### src/rtl/des_ahb_master.sv
// des_ahb_master: single-outstanding AHB-Lite master that turns a valid/ready
// command into one NONSEQ SINGLE word transfer and returns a one-cycle response.
// Optional feature macro DES_AHB_MST_TIMEOUT_EN: aborts a transfer after
// TIMEOUT_CYCLES consecutive hready_resp-low cycles with rsp_err=1.
module des_ahb_master #(
    parameter int unsigned TIMEOUT_CYCLES = 16
) (
    input  logic        hclk,
    input  logic        hresetn,
    input  logic        cmd_valid,
    output logic        cmd_ready,
    input  logic        cmd_write,
    input  logic [9:0]  cmd_addr,
    input  logic [31:0] cmd_wdata,
    output logic        rsp_valid,
    output logic [31:0] rsp_rdata,
    output logic        rsp_err,
    output logic        hsel,
    output logic [9:0]  haddr,
    output logic        hwrite,
    output logic [1:0]  htrans,
    output logic [2:0]  hsize,
    output logic [2:0]  hburst,
    output logic [31:0] hwdata,
    output logic        hready,
    input  logic        hready_resp,
    input  logic [1:0]  hresp,
    input  logic [31:0] hrdata
);

    localparam int unsigned AW = 10;
    localparam int unsigned DW = 32;
    localparam logic [1:0] HTRANS_IDLE   = 2'b00;
    localparam logic [1:0] HTRANS_NONSEQ = 2'b10;
    localparam logic [1:0] HRESP_OKAY    = 2'b00;

    typedef enum logic [1:0] {S_IDLE, S_ADDR, S_DATA, S_RESP} state_t;

    state_t          state, state_next;
    logic [DW-1:0]   wdata_q, wdata_d;
    logic            cmd_ready_d, hsel_d, hwrite_d, rsp_valid_d, rsp_err_d;
    logic [1:0]      htrans_d;
    logic [AW-1:0]   haddr_d;
    logic [DW-1:0]   hwdata_d, rsp_rdata_d;
    logic            busy_c;
    logic            timeout_c;

    // A zero timeout would never let a transfer start its wait count.
    if (TIMEOUT_CYCLES == 0) begin : g_cfg_check
        $error("des_ahb_master: TIMEOUT_CYCLES must be at least 1");
    end

    assign hsize  = 3'b010;
    assign hburst = 3'b000;
    assign hready = hready_resp;
    assign busy_c = (state == S_ADDR) || (state == S_DATA);

`ifdef DES_AHB_MST_TIMEOUT_EN
    localparam int unsigned TMO_W = $clog2(TIMEOUT_CYCLES + 1);
    logic [TMO_W-1:0] tmo_cnt;

    // Count consecutive stalled cycles; any progress or state change clears it.
    always_ff @(posedge hclk) begin
        if (!hresetn) begin
            tmo_cnt <= '0;
        end else if (busy_c && !hready_resp && !timeout_c) begin
            tmo_cnt <= tmo_cnt + TMO_W'(1);
        end else begin
            tmo_cnt <= '0;
        end
    end

    assign timeout_c = busy_c && !hready_resp
                       && (tmo_cnt == TMO_W'(TIMEOUT_CYCLES - 1));
`else
    assign timeout_c = 1'b0;
`endif

    // Next state and next value of every registered output.
    always_comb begin
        state_next  = state;
        cmd_ready_d = 1'b0;
        hsel_d      = 1'b0;
        htrans_d    = HTRANS_IDLE;
        haddr_d     = haddr;
        hwrite_d    = hwrite;
        hwdata_d    = hwdata;
        wdata_d     = wdata_q;
        rsp_valid_d = 1'b0;
        rsp_err_d   = 1'b0;
        rsp_rdata_d = '0;
        case (state)
            S_IDLE: begin
                if (cmd_valid && cmd_ready) begin
                    state_next = S_ADDR;
                    haddr_d    = cmd_addr;
                    hwrite_d   = cmd_write;
                    wdata_d    = cmd_wdata;
                    hsel_d     = 1'b1;
                    htrans_d   = HTRANS_NONSEQ;
                end else begin
                    cmd_ready_d = 1'b1;
                end
            end
            S_ADDR: begin
                if (timeout_c) begin
                    state_next  = S_RESP;
                    rsp_valid_d = 1'b1;
                    rsp_err_d   = 1'b1;
                end else if (hready_resp) begin
                    state_next = S_DATA;
                    hsel_d     = 1'b1;
                    if (hwrite) begin
                        hwdata_d = wdata_q;
                    end
                end else begin
                    hsel_d   = 1'b1;
                    htrans_d = HTRANS_NONSEQ;
                end
            end
            S_DATA: begin
                if (timeout_c) begin
                    state_next  = S_RESP;
                    rsp_valid_d = 1'b1;
                    rsp_err_d   = 1'b1;
                end else if (hready_resp) begin
                    state_next  = S_RESP;
                    rsp_valid_d = 1'b1;
                    rsp_err_d   = (hresp != HRESP_OKAY);
                    if (!hwrite && (hresp == HRESP_OKAY)) begin
                        rsp_rdata_d = hrdata;
                    end
                end else begin
                    hsel_d = 1'b1;
                end
            end
            S_RESP: begin
                state_next  = S_IDLE;
                cmd_ready_d = 1'b1;
            end
            default: begin
                state_next = S_IDLE;
            end
        endcase
    end

    // State and output registers.
    always_ff @(posedge hclk) begin
        if (!hresetn) begin
            state     <= S_IDLE;
            cmd_ready <= 1'b0;
            hsel      <= 1'b0;
            htrans    <= HTRANS_IDLE;
            haddr     <= '0;
            hwrite    <= 1'b0;
            hwdata    <= '0;
            wdata_q   <= '0;
            rsp_valid <= 1'b0;
            rsp_err   <= 1'b0;
            rsp_rdata <= '0;
        end else begin
            state     <= state_next;
            cmd_ready <= cmd_ready_d;
            hsel      <= hsel_d;
            htrans    <= htrans_d;
            haddr     <= haddr_d;
            hwrite    <= hwrite_d;
            hwdata    <= hwdata_d;
            wdata_q   <= wdata_d;
            rsp_valid <= rsp_valid_d;
            rsp_err   <= rsp_err_d;
            rsp_rdata <= rsp_rdata_d;
        end
    end

endmodule
### config.mk
export PLATFORM = sky130hd
export DESIGN_NAME = des_ahb_master
export DESIGN_NICKNAME = d
export VERILOG_FILES = /design/src/rtl/des_ahb_master.sv
export SDC_FILE = /design/constraint.sdc
export NUM_CORES = 1
export LEC_CHECK = 0
export BUFFER_PORTS_ARGS = -buffer_cell sky130_fd_sc_hd__buf_2
export CORE_MARGIN = 4
export CORE_UTILIZATION = 51
export DETAILED_ROUTE_END_ITERATION = 6
export PLACE_DENSITY = 0.8
export RECOVER_POWER = 100
export SYNTH_ARGS = -nofsm -noshare
export SYNTH_HDL_FRONTEND = slang
export SYNTH_SLANG_ARGS = --single-unit
export TNS_END_PERCENT = 1
### constraint.sdc
create_clock -name hclk -period 2.5 [get_ports hclk]
set_clock_uncertainty 0.15 [all_clocks]
set_input_delay 0.25 -clock hclk [delete_from_list [all_inputs] [get_ports hclk]]
set_output_delay 0.25 -clock hclk [all_outputs]
set_load 0.02 [all_outputs]
==> flow_summary.json, run 1 <==
{
  "first_pass_iters": 5,
  "die_w_um": 97.43,
  "insertion_delay_ns": 0.50,
  "tightest_slew_ns": 1.279,
  "cts_tree": "yes",
  "ff_latch_area_mm2": 0.002282,
  "synth-seq-area-share_pct": 55.95,
  "clock_sinks": 114,
  "startpoint_type": "flop",
  "ios": 169,
  "setup_tns_ns": 0,
  "placed_area_mm2": 0.004893,
  "cts_root_buf": "clkbuf_8",
  "final-hold-violation-count": 0,
  "multi_input_area_mm2": 0.001574,
  "syn-cell-area_mm2": 0.004079,
  "track_usage_pct": 26.24,
  "yosysWarnings": 0,
  "worstPathArrival_ns": 2.40,
  "fmax_mhz": 464.2,
  "chipHeight_um": 97.43,
  "top_layer": "met4",
  "p_total_mw": 5.092,
  "path_class": "flop to flop",
  "wl_per_cell_um": 15.92,
  "wl_met2_mm": 6.689,
  "ys_types": 26,
  "hp-class": "input port to flop",
  "run_status": "completed",
  "critical_path.slowest_cell": "and3_2",
  "final_nets": 765,
  "vias_per_cell": 4.898,
  "drive_above_1_share_pct": 17.37,
  "area_delta_synth_final_pct": 49.94,
  "setup-violations-final": 0,
  "slew_headroom_pct": 14.73,
  "num_antenna_cells": 0,
  "grt_pass1_vias": 4027,
  "p_per_area_mw_per_mm2": 832.6,
  "rsz0062_at_grt": "false",
  "cts_setup_buffers": 0,
  "mostFrequentLayoutCells": "154 x nand2_1, 114 x dfxtp_1, 82 x clkbuf_1",
  "die_area_mm2": 0.009493,
  "io_buffers": 161,
  "placementRows": 32,
  "required_ns": 2.75,
  "startpoint": "state[1]",
  "ctsHoldBuffers": 80,
  "htreeDepth": 4,
  "synth-seq-cells": 114,
  "netlist_instances": 442,
  "avgSynthCellArea_um2": 9.228,
  "vias": 3884,
  "postLayoutCellArea_mm2": 0.006116,
  "ant_nets": 0,
  "timing.rr.start": "state[1]",
  "path_max_fanout": 23,
  "wl_met3_um": 806,
  "place.gp.congestion": 0.7881,
  "grt_pass1_wl_mm": 19.94,
  "min_period_ns": 2.154,
  "grt_start_max_net_pins": 83,
  "maxCapViolCount": 0,
  "cp-end-kind": "flop",
  "r2r-end": "wdata_q[15]",
  "clockBufferDepth": 2,
  "first_iter_violations": 126,
  "drcViolationCount": 0,
  "post_cts_resized": 0,
  "ff2ff_setup_slack_ns": 0.35,
  "wl_met1_mm": 4.663,
  "whs_ns": 0.01597,
  "power_leakage_nw": 2.414,
  "hold_depth": 3,
  "cts_buffers": 17,
  "finalWirelength_mm": 12.63,
  "antenna_found_initial": 0,
  "clk_pin_slew_worst_paths_ns": 0.06,
  "dp_hpwl_mm": 6.546,
  "grt_overflow": 0,
  "drv_slew": 0,
  "ir_drop_mv": 0.5371,
  "initial_core_util_pct": 52.51,
  "layout.cells.most_common": "nand2_1",
  "worstPathCellList": "inv_1, ha_1, and3_2, buf_4, nand2_1, a21boi_0",
  "fill_cells": 539,
  "reg2reg_depth": 6,
  "cp-endpoint": "wdata_q[15]",
  "core-area_mm2": 0.007767,
  "max_stage_delay_ns": 0.48,
  "period_share_pct": 86.18
}
## how the worst min path moves through the flow
| stage | from | endpoint | slack (ns) |
|---|---|---|---|
| 3_5_place_dp | wdata_q[8] | hwdata[8] | 0.29 |
| 6_report | hready_resp | htrans[1] | 0.02 |
| 5_1_grt | hready_resp | htrans[1] | 0.006 |
| 2_1_floorplan | hresp[0] | rsp_err | 0.22 |
| 4_1_cts | hready_resp | htrans[1] | 0.004 |
| 3_3_place_gp | wdata_q[7] | hwdata[7] | 0.29 |
## worst max-delay path: cells and delay by family (launching register included)
kind | cells | cell delay [ns]
AO/OA/AOI/OAI | 1 | 0.26
buffers and inverters | 2 | 0.47
flip-flops | 1 | 0.34
adder cells (fa/ha/maj) | 1 | 0.25
AND/OR/NAND/NOR | 2 | 0.57
## state kept, by name, indices dropped and copies added, names as in the netlist, 2 cells and up
name and flops:
rsp_rdata 32, hwdata 32, haddr 10, state 2
wdata_q 32
## cells by family after synthesis
family	share of synthesized area, %
buffers and inverters	5.276
multiplexers	0.4908
other	0.1841
adder cells (fa/ha/maj)	1.840
AND/OR/NAND/NOR	21.81
AO/OA/AOI/OAI	14.45
flip-flops	55.95
## synth_stat cells (all sizes together)
cell	instances	share of area (%)
mux2i	2	0.49
a21oi	1	0.12
clkbuf	18	1.7
dfxtp	114	56
and2	32	4.9
buf	18	3.3
nor4	1	0.52
nor2	3	0.28
ha	6	1.8
o21ai	1	0.12
nor3	1	0.12
and2b	1	0.18
inv	3	0.28
nor3b	2	0.37
a21boi	76	14
nand3	3	0.80
a2bb2oi	1	0.21
conb	2	0.18
nand2b	1	0.15
and3	2	0.31
nand2	154	14
## layer usage
layer / GRT usage (%) / up-vias
met1: 26.48 / 1811
met5: 0 / -
met4: 12.14 / 0
met2: 48.50 / 162
li1: - / 1870
met3: 8.471 / 41
## stage by stage
step	utilization, %	setup WS, ns	std cells
floorplan	-	0.9468	447
global placement	63.00	0.6076	681
detailed placement	63.00	0.4513	681
CTS	80.48	0.4058	793
global route	78.74	0.1551	793
finish	78.74	0.3456	793
## report_power, final
group	switching, mW	internal (mW)	leakage (nW)
clock network	0.873	1.35	0.268
logic	0.482	0.341	1.22
registers	0.0886	1.96	0.921
total	1.44	3.65	2.41
## layout make-up
| type | instances | share of cell area, % |
|---|---|---|
| timing repair buffer | 248 | 25.57 |
| sequential | 114 | 37.32 |
| tap | 102 | 2.087 |
| clock inverter | 14 | 2.107 |
| inverter | 3 | 0.1841 |
| clock buffer | 18 | 6.997 |
| multi-input combinational | 294 | 25.74 |
(Power assumes the default switching activity.)
==> inputs of run 2 (changes only) <==
==> constraint.sdc (replaced) <==
create_clock -name hclk -period 2.7 [get_ports hclk]
set_clock_uncertainty 0.15 [all_clocks]
set_input_delay 0.27 -clock hclk [delete_from_list [all_inputs] [get_ports hclk]]
set_output_delay 0.27 -clock hclk [all_outputs]
set_load 0.02 [all_outputs]
==> run 2 against run 1 <==
Compared with the run above:
- clock power about the same
- sequential share of layout area decreased by 0.26 points
- final cell count grew 0.25%
- maximum frequency is 7.5% lower
- first-iteration DRC count stayed put
- design area grew 0.70%
- wire length shrank 0.32%
- power shrank 4.2%
- die area unchanged
- core utilization up 0.55 points
==> flow_summary.json, run 2 (synthesized netlist as in run 1, its figures left out) <==
{
  "hold_depth": 3,
  "layout.cells.most_common": "nand2_1",
  "ir_drop_mv": 0.5662,
  "drive_above_1_share_pct": 17.49,
  "first_pass_iters": 5,
  "layout_setup_ws_ns": 0.3713,
  "fmax_mhz": 429.4,
  "postLayoutCellArea_mm2": 0.006158,
  "period_share_pct": 86.25,
  "htreeDepth": 4,
  "cp_num_cells": 6,
  "max_stage_delay_ns": 0.49,
  "rsz0062_at_grt": "false",
  "setup-violations-final": 0,
  "antenna_found_initial": 1,
  "area_delta_synth_final_pct": 50.98,
  "gr-usage-met2_pct": 50.29,
  "vias": 3924,
  "critical_path.slowest_cell": "and3_2",
  "clk_pin_slew_worst_paths_ns": 0.06,
  "cts_setup_buffers": 0,
  "vias_per_cell": 4.936,
  "globalRoute.busiestLayer": "met2",
  "die_w_um": 97.43,
  "track_usage_pct": 26.38,
  "finalWirelength_mm": 12.59,
  "final_nets": 766,
  "io_buffers": 161,
  "die_area_mm2": 0.009493,
  "wl_per_cell_um": 15.83,
  "worstPathArrival_ns": 2.57,
  "min_period_ns": 2.329,
  "mostFrequentLayoutCells": "154 x nand2_1, 114 x dfxtp_1, 82 x clkbuf_1",
  "grt_pass1_vias": 4132,
  "reg2reg_depth": 6,
  "placementRows": 32,
  "drv_slew": 0,
  "grt_pass1_wl_mm": 20.12,
  "cts_root_buf": "clkbuf_8",
  "dp_hpwl_mm": 6.646,
  "cp-end-kind": "flop",
  "final-hold-violation-count": 0,
  "path_max_fanout": 23,
  "core-area_mm2": 0.007767,
  "met3_usage_pct": 6.820,
  "power_leakage_nw": 2.431,
  "worstPathCellList": "inv_1, ha_1, and3_2, clkbuf_2, nand2_1, a21boi_0",
  "use_met1_pct": 25.65,
  "fin_cells": 795,
  "clockBufferDepth": 2,
  "p_per_area_mw_per_mm2": 792.3,
  "placed_area_mm2": 0.004888,
  "maxCapViolCount": 0,
  "top_regs": "hwdata x32, rsp_rdata x32, wdata_q x32",
  "placed_cells": 682,
  "startpoint_type": "flop",
  "place_ws_ns": 0.6930,
  "cts_buffers": 17,
  "required_ns": 2.94,
  "fill_cells": 499,
  "chipHeight_um": 97.43,
  "ios": 169,
  "setup_tns_ns": 0,
  "insertion_delay_ns": 0.50,
  "initial_core_util_pct": 52.51,
  "hp-class": "input port to flop",
  "tightest_slew_ns": 0.7093,
  "place.gp.congestion": 0.7819,
  "ant_nets": 0,
  "slew_headroom_pct": 52.71,
  "drcViolationCount": 0,
  "run_status": "completed",
  "whs_ns": 0.003518,
  "grt_overflow": 0,
  "cts_tree": "yes",
  "grt_start_max_net_pins": 46,
  "first_iter_violations": 126,
  "crit_family": "buffers and inverters",
  "clock_sinks": 114,
  "critPathBufInv": 2,
  "path_class": "flop to flop"
}
==> run 2: per-layer routing <==
metal	part of all wire, %	vias to the layer above
li1	-	1878
met1	36	1831
met2	54	170
met5	0	-
met4	3.6	0
met3	5.9	45
==> run 2: final timing paths <==
kind / to / slack (ns) / startpoint
worst max-delay path: wdata_q[18] / 0.37 / state[1]
worst min register to register: hwdata[18] / 0.31 / hwdata[18]
worst max register to register: wdata_q[18] / 0.37 / state[1]
worst min-delay path: htrans[1] / 0.004 / hready_resp
==> run 2: worst min-delay path: stages <==
cell      delay (ns)
buf_2           0.15
nand2b_1        0.12
a21boi_0        0.07
==> run 2: area by class of cell <==
cell class	count	area (um^2)	share of cell area, %
multi-input combinational	294	1574	25.56
inverter	3	11.26	0.1829
clock buffer	18	427.9	6.948
clock inverter	14	176.4	2.865
antenna	1	2.502	0.04063
tap	102	127.6	2.072
timing repair buffer	249	1556	25.27
sequential	114	2282	37.06
==> run 2: repair_timing <==
item                                    CTS  global route
endpoints found under the hold margin    77             0
hold buffers                             80             0
endpoints found under the setup margin    0             0
gates resized for setup                   0             0
==> run 2: power by group <==
part | internal (mW) | switching, mW
Combinational | 0.299 | 0.433
Sequential | 1.81 | 0.0838
Clock | 1.44 | 0.810
Total | 3.55 | 1.33
==> run 2: metrics by stage <==
step                power [mW]  utilization [%]
floorplan                2.376                -
global placement         2.529            62.93
detailed placement       2.556            62.93
CTS                      4.897            81.02
global route             5.072            79.28
finish                   4.879            79.28
